## config.mk

```make
export PLATFORM = sky130hd
export DESIGN_NAME = px_readout_sequencer
export DESIGN_NICKNAME = d
export VERILOG_FILES = /design/src/rtl/px_readout_sequencer.sv
export SDC_FILE = /design/constraint.sdc
export NUM_CORES = 1
export LEC_CHECK = 0
export ABC_AREA = 1
export ABC_CLOCK_PERIOD_IN_PS = 1900
export CAP_MARGIN = 20
export CORE_ASPECT_RATIO = 0.75
export CORE_UTILIZATION = 40
export DETAILED_ROUTE_END_ITERATION = 6
export DONT_BUFFER_PORTS = 1
export GPL_TIMING_DRIVEN = 0
export PLACE_DENSITY = 0.62
export SETUP_SLACK_MARGIN = 0.1
export SYNTH_ARGS = -nofsm -noshare
export SYNTH_HDL_FRONTEND = slang
export SYNTH_SLANG_ARGS = --single-unit
```

## constraint.sdc

```tcl
create_clock -name clk -period 1.9 [get_ports clk]
set_clock_uncertainty 0.1 [all_clocks]
set_input_delay 0.38 -clock clk [delete_from_list [all_inputs] [get_ports clk]]
set_output_delay 0.38 -clock clk [all_outputs]
set_load 0.01 [all_outputs]
```

## src/rtl/px_readout_sequencer.sv

```systemverilog
// Frame-readout sequencer: scans NUM_ROWS x NUM_COLS pixels through
// array reset, per-pixel settle, ADC convert handshake and row/column advance.
//
// Ports:
//   clk, reset          clock, synchronous active-high reset
//   start_cap, abort    capture request (IDLE only) / abort (any state)
//   fifo_afull          blocks the next conversion while high
//   adc_done            conversion finished pulse from the capture engine
//   adc_start           one-cycle conversion request
//   resp, resv          pixel / vertical reset strobes
//   incp, incv          column / row advance strobes
//   inphi               sample phase (SETTLE, CONV, WAIT_ADC)
//   busy, frame_done    activity flag / end-of-frame pulse
//   timeout_err         sticky ADC timeout flag
//   row_idx, col_idx    current pixel position
//   state_out           FSM state encoding
module px_readout_sequencer #(
    parameter int NUM_ROWS      = 112,
    parameter int NUM_COLS      = 112,
    parameter int SETTLE_CYCLES = 8,
    parameter int PULSE_CYCLES  = 2,
    parameter int ADC_TIMEOUT   = 255,
    parameter int CNT_W         = 8
) (
    input  logic             clk,
    input  logic             reset,
    input  logic             start_cap,
    input  logic             abort,
    input  logic             fifo_afull,
    input  logic             adc_done,
    output logic             adc_start,
    output logic             resp,
    output logic             resv,
    output logic             incp,
    output logic             incv,
    output logic             inphi,
    output logic             busy,
    output logic             frame_done,
    output logic             timeout_err,
    output logic [CNT_W-1:0] row_idx,
    output logic [CNT_W-1:0] col_idx,
    output logic [2:0]       state_out
);

    localparam logic [2:0] S_IDLE   = 3'd0;
    localparam logic [2:0] S_RST    = 3'd1;
    localparam logic [2:0] S_SETTLE = 3'd2;
    localparam logic [2:0] S_CONV   = 3'd3;
    localparam logic [2:0] S_WAIT   = 3'd4;
    localparam logic [2:0] S_COL    = 3'd5;
    localparam logic [2:0] S_ROW    = 3'd6;
    localparam logic [2:0] S_DONE   = 3'd7;

    localparam logic [CNT_W-1:0] PULSE_LAST  = CNT_W'(PULSE_CYCLES - 1);
    localparam logic [CNT_W-1:0] SETTLE_LAST = CNT_W'(SETTLE_CYCLES - 1);
    localparam logic [CNT_W-1:0] TO_LAST     = CNT_W'(ADC_TIMEOUT - 1);
    localparam logic [CNT_W-1:0] COL_LAST    = CNT_W'(NUM_COLS - 1);
    localparam logic [CNT_W-1:0] ROW_LAST    = CNT_W'(NUM_ROWS - 1);
    localparam logic [CNT_W-1:0] ONE         = CNT_W'(1);

    logic [2:0]       state_q, state_d;
    logic [CNT_W-1:0] tmr_q, tmr_d;
    logic [CNT_W-1:0] row_q, row_d;
    logic [CNT_W-1:0] col_q, col_d;
    logic             terr_q, terr_d;

    logic pulse_end;
    logic settle_end;

    assign pulse_end  = (tmr_q == PULSE_LAST);
    // SETTLE may be held past expiry by fifo_afull; the timer saturates
    assign settle_end = (tmr_q >= SETTLE_LAST);

    always_comb begin
        state_d = state_q;
        tmr_d   = tmr_q;
        row_d   = row_q;
        col_d   = col_q;
        terr_d  = terr_q;

        if (abort) begin
            state_d = S_IDLE;
        end else begin
            case (state_q)
                S_IDLE: begin
                    if (start_cap) begin
                        state_d = S_RST;
                        row_d   = '0;
                        col_d   = '0;
                        terr_d  = 1'b0;
                    end
                end
                S_RST: begin
                    if (pulse_end) state_d = S_SETTLE;
                end
                S_SETTLE: begin
                    if (settle_end && !fifo_afull) state_d = S_CONV;
                end
                S_CONV: begin
                    state_d = S_WAIT;
                end
                S_WAIT: begin
                    // adc_done wins over a timeout on the same cycle
                    if (adc_done) begin
                        if (col_q != COL_LAST)      state_d = S_COL;
                        else if (row_q != ROW_LAST) state_d = S_ROW;
                        else                        state_d = S_DONE;
                    end else if (tmr_q == TO_LAST) begin
                        state_d = S_IDLE;
                        terr_d  = 1'b1;
                    end
                end
                S_COL: begin
                    if (pulse_end) begin
                        state_d = S_SETTLE;
                        col_d   = col_q + ONE;
                    end
                end
                S_ROW: begin
                    if (pulse_end) begin
                        state_d = S_SETTLE;
                        col_d   = '0;
                        row_d   = row_q + ONE;
                    end
                end
                S_DONE: begin
                    state_d = S_IDLE;
                end
                default: begin
                    state_d = S_IDLE;
                end
            endcase
        end

        // one shared timer, restarted on every state change
        if (state_d != state_q) begin
            tmr_d = '0;
        end else if (tmr_q != '1) begin
            tmr_d = tmr_q + ONE;
        end
    end

    always_ff @(posedge clk) begin
        if (reset) begin
            state_q <= S_IDLE;
            tmr_q   <= '0;
            row_q   <= '0;
            col_q   <= '0;
            terr_q  <= 1'b0;
        end else begin
            state_q <= state_d;
            tmr_q   <= tmr_d;
            row_q   <= row_d;
            col_q   <= col_d;
            terr_q  <= terr_d;
        end
    end

    assign resp        = (state_q == S_RST);
    assign resv        = (state_q == S_RST);
    assign incp        = (state_q == S_COL);
    assign incv        = (state_q == S_ROW);
    assign inphi       = (state_q == S_SETTLE) || (state_q == S_CONV) ||
                         (state_q == S_WAIT);
    assign adc_start   = (state_q == S_CONV);
    assign busy        = (state_q != S_IDLE);
    assign frame_done  = (state_q == S_DONE);
    assign timeout_err = terr_q;
    assign row_idx     = row_q;
    assign col_idx     = col_q;
    assign state_out   = state_q;

endmodule

```

==> impl_metrics.sql, run 1 <==
INSERT INTO impl_metrics (metric_group, metric, value, unit) VALUES
('status', 'run_status', 'finished clean', ''),
('setup_path', 'timing.critical_path.from_type', 'flip-flop', ''),
('timing', 'clock.fmax', '0.557', 'GHz'),
('power', 'power.total', '1.12', 'mW'),
('setup_path', 'crit_path_max_incr_delay', '400', 'ps'),
('timing', 'unrepaired_setup_endpoints_after_global_routing', 'yes', ''),
('setup_path', 'r2r_setup_slack', '100', 'ps'),
('min_path', 'timing.hold.worst_endpoint', 'row_idx[0]', ''),
('logic_synthesis', 'synth.largest_area_cell', 'dfxtp_1', ''),
('timing', 'final_hold_viol_count', '0', ''),
('global_routing', 'grt_antenna_before_repair', '0', ''),
('timing', 'finalCritPeriodShare', '94.5', '%'),
('power', 'netSwitchingFraction', '28.6', '%'),
('drt', 'route.vias.total', '1643', ''),
('logic_synthesis', 'yosysWarningCount', '0', ''),
('drt', 'post-route-drc-count', '0', ''),
('setup_path', 'crit_fanout', '8', ''),
('logic_synthesis', 'edff_count_synth', '0', ''),
('setup_path', 'critical_path_arrival', '1910', 'ps'),
('floorplanning', 'design.die.area', '0.00452', 'mm²'),
('setup_path', 'cpLargestDelayFamily', 'simple AND/OR/NAND/NOR gates', ''),
('drt', 'met2_wirelength', '1.79', 'mm'),
('setup_path', 'worstSetupEndpointType', 'flip-flop', ''),
('timing', 'number_of_endpoints_failing_setup_at_the_final_stage', '0', ''),
('cts', 'clk_root_buffer_cell', 'clkbuf_8', ''),
('placement', 'hpwl', '2.91', 'mm'),
('cts', 'worst_skew_pair.late_latency', '270', 'ps'),
('cts', 'cts_made_buffers', '3', ''),
('cts', 'clock_path_buffers', '2', ''),
('logic_synthesis', 'synth_seq_cells', '28', ''),
('placement', 'detailed_place.area', '0.00177', 'mm²'),
('logic_synthesis', 'synth_instances', '264', ''),
('setup_path', 'worst_reg2reg_path_endpoint', 'tmr_q[0]', ''),
('setup_path', 'crit_buf_inv', '1', ''),
('logic_synthesis', 'synth.cell_area', '0.00170', 'mm²'),
('setup_path', 'critPathSlowestCell', 'dfxtp_4', ''),
('drt', 'vias_per_cell', '4.96', ''),
('drt', 'drt.antenna.violating_nets', '0', ''),
('power', 'comb_power_share', '15.5', '%'),
('drt', 'routed.top_layer', 'met3', ''),
('logic_synthesis', 'syn-num-nets', '275', ''),
('timing', 'worst_pin_slew', '476', 'ps'),
('logic_synthesis', 'post_synth.cell_area_avg', '6.44', 'µm²'),
('floorplanning', 'io_pins', '34', ''),
('global_routing', 'grt_pass1_vias', '1314', ''),
('timing', 'post-route-min-period', '1800', 'ps'),
('final_layout', 'finalInstanceArea', '0.00215', 'mm²'),
('power', 'p_sw', '0.321', 'mW'),
('final_layout', 'seq_area', '596', 'µm²'),
('final_layout', 'fillers', '413', ''),
('drt', 'post_drt_wl_per_cell', '12.6', 'µm'),
('floorplanning', 'floorplan.rows', '20', ''),
('min_path', 'hp-class', 'input pin to flip-flop', ''),
('power', 'power_density', '523', 'mW/mm²'),
('cts', 'tritoncts', 'done', ''),
('power', 'leakagePower', '0.865', 'nW'),
('setup_path', 'criticalPathCategory', 'flip-flop to flip-flop', ''),
('logic_synthesis', 'synth.distinct_cells', '30', ''),
('setup_path', 'rr_worst_depth', '12', ''),
('final_layout', 'insertedDiodeCount', '0', ''),
('power', 'power.share.sequential', '55.2', '%'),
('setup_path', 'r2r_start', 'tmr_q[0]', ''),
('final_layout', 'multiInputGateArea', '0.00121', 'mm²'),
('final_layout', 'total_number_of_nets_in_the_final_design', '289', ''),
('drt', 'detail_route.wirelength', '4.16', 'mm'),
('drt', 'detail_route.first_pass.iterations', '4', ''),
('logic_synthesis', 'synthMostInstantiatedCell', 'nand2_1', ''),
('global_routing', 'grt_max_degree', '15', ''),
('floorplanning', 'die-height', '58.5', 'µm'),
('final_layout', 'area.growth.synth_to_final', '26.4', '%'),
('timing', 'timing.slew.headroom', '68.3', '%');
logic make-up after synthesis:
family                     Yosys count  synth area share, %
and+or+nand+nor                    154                 41.1
buffers and inverters               43                 9.86
DFF                                 28                 33.0
AOI/OAI and AO/OA                   26                 8.24
xor gates and xnor gates             8                 4.12
adders and majority gates            5                 3.68
worst max path at each step:
stage | end | depth (start not counted)
2_1_floorplan | row_idx[3] | 11
3_3_place_gp | tmr_q[3] | 12
3_5_place_dp | tmr_q[5] | 12
4_1_cts | tmr_q[7] | 12
5_1_grt | tmr_q[0] | 12
6_report | tmr_q[0] | 12
flip-flops by register name, indices dropped and copies added, names as in the netlist:
register and cells:
col_idx 8, row_idx 8, tmr_q 8, state_out 3, timeout_err 1
per-stage QoR:
step	std cells	setup TNS [ps]	setup WS [ps]	utilization [%]	hold slack [ps]
6_report	331	0	105	53.0	49.5
4_1_cts	325	0	55.3	46.0	44.6
3_5_place_dp	319	-836	-110	43.6	353
2_1_floorplan	264	0	234	-	349
3_3_place_gp	319	-768	-83.3	43.6	352
5_1_grt	331	-28.1	-16.1	53.0	45.0
layout make-up:
type                            instances  area share, %
Multi-Input combinational cell        195           56.1
Inverter                               41           7.74
Clock buffer                            3           1.92
Buffer                                  2          0.524
Timing Repair Buffer                    7           2.79
Sequential cell                        28           27.7
Tap cell                               55           3.20
routing by layer:
metal | GRT usage (%) | up-vias
li1 | - | 862
met1 | 25.4 | 753
met5 | 0 | -
met2 | 24.1 | 28
met3 | 6.05 | 0
met4 | 3.77 | 0
layout by cell type, fill, tap and decap left out, types with 7 or more instances in the layout:
| cell | instances |
|---|---|
| dfxtp_1 | 18 |
| nand2_2 | 11 |
| nor2_2 | 13 |
| nand3_1 | 10 |
| nor2_4 | 7 |
| nand2_1 | 48 |
| inv_1 | 34 |
| nand4_1 | 8 |
| dfxtp_4 | 9 |
| a21oi_1 | 13 |
| nor2_1 | 35 |
power groups by stage:
stage,sequential [mW],combinational (mW),clock (mW)
6_report,0.620,0.175,0.329
5_1_grt,0.623,0.192,0.368
4_1_cts,0.617,0.125,0.343
3_5_place_dp,0.630,0.113,0
3_3_place_gp,0.631,0.112,0
2_1_floorplan,0.627,0.0912,0
repair_timing:
item | in CTS | in global routing
hold buffers | 0 | 0
gates resized for setup | 14 | 70
gates cloned | 1 | 1
setup buffers | 2 | 5
hold endpoints to repair | 0 | 0
pin swaps | 4 | 22
endpoints found under the setup margin | 27 | 28
Note: power is estimated with default switching activity, not from simulation.
==> run 2, diff against run 1 <==
CTS_CLUSTER_SIZE = 16   (was unset)
DONT_BUFFER_PORTS = unset   (was 1)
PLACE_DENSITY = 0.73   (was 0.62)
==> impl_metrics.sql, run 2 (synthesis results as in run 1) <==
INSERT INTO impl_metrics (metric_group, metric, value, unit) VALUES
('status', 'run_status', 'finished with violations', ''),
('status', 'violations_in_the_final_reports', 'DRC', ''),
('drt', 'post-route-drc-count', '1', ''),
('final_layout', 'final_cell_utilization_of_the_core', '65.2', '%'),
('timing', 'totalNegativeSetupSlack', '0', 'ps'),
('setup_path', 'critPathSlowestCell', 'clkdlybuf4s50_1', ''),
('final_layout', 'leading_cell_type_in_the_layout_fill_and_taps_excluded', 'nand2_1', ''),
('setup_path', 'r2r_start', 'tmr_q[1]', ''),
('final_layout', 'insertedDiodeCount', '0', ''),
('power', 'power_density', '470', 'mW/mm²'),
('global_routing', 'grt_first_pass_wirelength', '7.19', 'mm'),
('setup_path', 'timing.critical_path.cells', 'buf_4 > clkdlybuf4s50_1', ''),
('drt', 'detail_route.wirelength', '5.09', 'mm'),
('cts', 'clk_root_buffer_cell', 'clkbuf_8', ''),
('power', 'ir_drop', '0.296', 'mV'),
('final_layout', 'area.growth.synth_to_final', '55.6', '%'),
('cts', 'ctsHtreeMaxLevel', '1', ''),
('setup_path', 'timing.critical_path.from_type', 'flip-flop', ''),
('cts', 'clock-sinks', '28', ''),
('setup_path', 'crit_path_max_incr_delay', '520', 'ps'),
('drt', 'post_drt_wl_per_cell', '13.4', 'µm'),
('timing', 'slew_violations', '0', ''),
('cts', 'clock_path_buffers', '2', ''),
('min_path', 'timing.hold.worst_endpoint', 'timeout_err', ''),
('final_layout', 'fillers', '343', ''),
('setup_path', 'critical_path_arrival', '1360', 'ps'),
('timing', 'timing.slew.headroom', '66.2', '%'),
('floorplanning', 'floorplan.rows', '20', ''),
('min_path', 'hp-class', 'flip-flop to flip-flop', ''),
('cts', 'worst_skew_pair.late_latency', '280', 'ps'),
('floorplanning', 'chipWidth', '77.3', 'µm'),
('setup_path', 'worstSetupEndpointType', 'output pin', ''),
('cts', 'cts.clk_slew.worst_paths', '90', 'ps'),
('timing', 'post-route-min-period', '1840', 'ps'),
('floorplanning', 'io_pins', '34', ''),
('timing', 'worst_pin_slew', '506', 'ps'),
('setup_path', 'r2r_setup_slack', '60', 'ps'),
('timing', 'finalCritPeriodShare', '96.8', '%'),
('setup_path', 'criticalPathCategory', 'flip-flop to output pin', ''),
('drt', 'detail_route.first_pass.iterations', '6', ''),
('global_routing', 'grt_antenna_before_repair', '0', ''),
('min_path', 'worstHoldStart', 'timeout_err', ''),
('setup_path', 'worst-endpoint-required', '1420', 'ps'),
('final_layout', 'post_route_cells_drive_above_1_share', '34.0', '%'),
('setup_path', 'startpoint', 'state_out[0]', ''),
('min_path', 'worst_hold_path_depth', '2', ''),
('timing', 'number_of_endpoints_failing_setup_at_the_final_stage', '0', ''),
('setup_path', 'rr_worst_depth', '10', ''),
('drt', 'route.vias.total', '1892', ''),
('placement', 'hpwl', '3.04', 'mm'),
('power', 'power.total', '1.24', 'mW'),
('final_layout', 'layoutNonFillerInstCount', '379', ''),
('setup_path', 'worst_reg2reg_path_endpoint', 'tmr_q[0]', ''),
('floorplanning', 'design.core.area', '0.00405', 'mm²'),
('global_routing', 'grt_max_degree', '16', ''),
('drt', 'drt_first_iter_violations', '102', ''),
('final_layout', 'total_number_of_nets_in_the_final_design', '336', ''),
('timing', 'unrepaired_setup_endpoints_after_global_routing', 'yes', ''),
('placement', 'final_weighted_congestion_in_routability_driven_placement', '0.893', ''),
('timing', 'clock.fmax', '0.544', 'GHz'),
('final_layout', 'layout.cells.most_common_list', 'nand2_1 (48), nor2_1 (32), inv_1 (30)', ''),
('drt', 'vias_per_cell', '4.99', ''),
('global_routing', 'globalRouteTotalUtil', '20.3', '%'),
('timing', 'final_hold_viol_count', '0', ''),
('placement', 'port-buffer-count', '33', ''),
('run', 'max_cap_violations', '0', ''),
('floorplanning', 'initial_utilization', '41.9', '%'),
('drt', 'drt.antenna.violating_nets', '0', ''),
('floorplanning', 'die-height', '58.5', 'µm'),
('floorplanning', 'design.die.area', '0.00452', 'mm²'),
('setup_path', 'crit_fanout', '6', ''),
('global_routing', 'remaining_global_route_overflow', '0', ''),
('power', 'leakagePower', '1.10', 'nW'),
('cts', 'tritoncts', 'done', ''),
('global_routing', 'grt_pass1_vias', '1567', ''),
('placement', 'placed_cells_incl_taps', '352', ''),
('cts', 'cts_made_buffers', '3', '');
[run 2: power by group]
part           leakage, nW  internal [mW]  switching, mW
sequential           0.235          0.595         0.0238
combinational        0.833          0.108          0.132
clock               0.0288          0.186          0.199
total                 1.10          0.889          0.355
[run 2: worst max-delay path, delay by kind of cell, from the launching register on]
family,cells,cell delay [ps]
flip-flops,1,420
buffers and inverters,2,650
[run 2: worst max path at each step]
stage,end,slack [ps]
5_1_grt,tmr_q[0],-50
3_3_place_gp,tmr_q[6],-310
2_1_floorplan,row_idx[3],230
6_report,state_out[0],60
4_1_cts,tmr_q[2],100
3_5_place_dp,tmr_q[2],-310
[run 2: area by class of cell]
cell class / count / area, µm² / area share, %
Sequential cell: 28 / 594 / 22.5
Tap cell: 55 / 68.8 / 2.60
Inverter: 41 / 176 / 6.67
Buffer: 2 / 11.3 / 0.426
Multi-Input combinational cell: 195 / 1250 / 47.4
Timing Repair Buffer: 54 / 487 / 18.4
Clock buffer: 4 / 55.1 / 2.08
[run 2: metal layers]
| layer | GRT usage, % | wire length [µm] |
|---|---|---|
| met4 | 5.12 | 51 |
| met1 | 28.6 | 2310 |
| met2 | 31.9 | 2480 |
| met5 | 0 | 0 |
| met3 | 4.03 | 246 |
[run 2: what timing repair did]
item	4_1_cts	5_1_grt
resized for setup	40	79
pin swaps	8	24
cloned	2	0
hold buffers	0	0
endpoints found under the setup margin	34	33
buffers inserted	10	11
[run 2: through the flow]
stage / hold slack (ps) / area, µm² / worst slack [ps]
floorplan: 349 / 1700 / 234
global placement: 354 / 2100 / -308
detailed placement: 340 / 2100 / -309
CTS: 357 / 2320 / 96.6
global route: 401 / 2650 / -51.0
finish: 362 / 2650 / 61.3
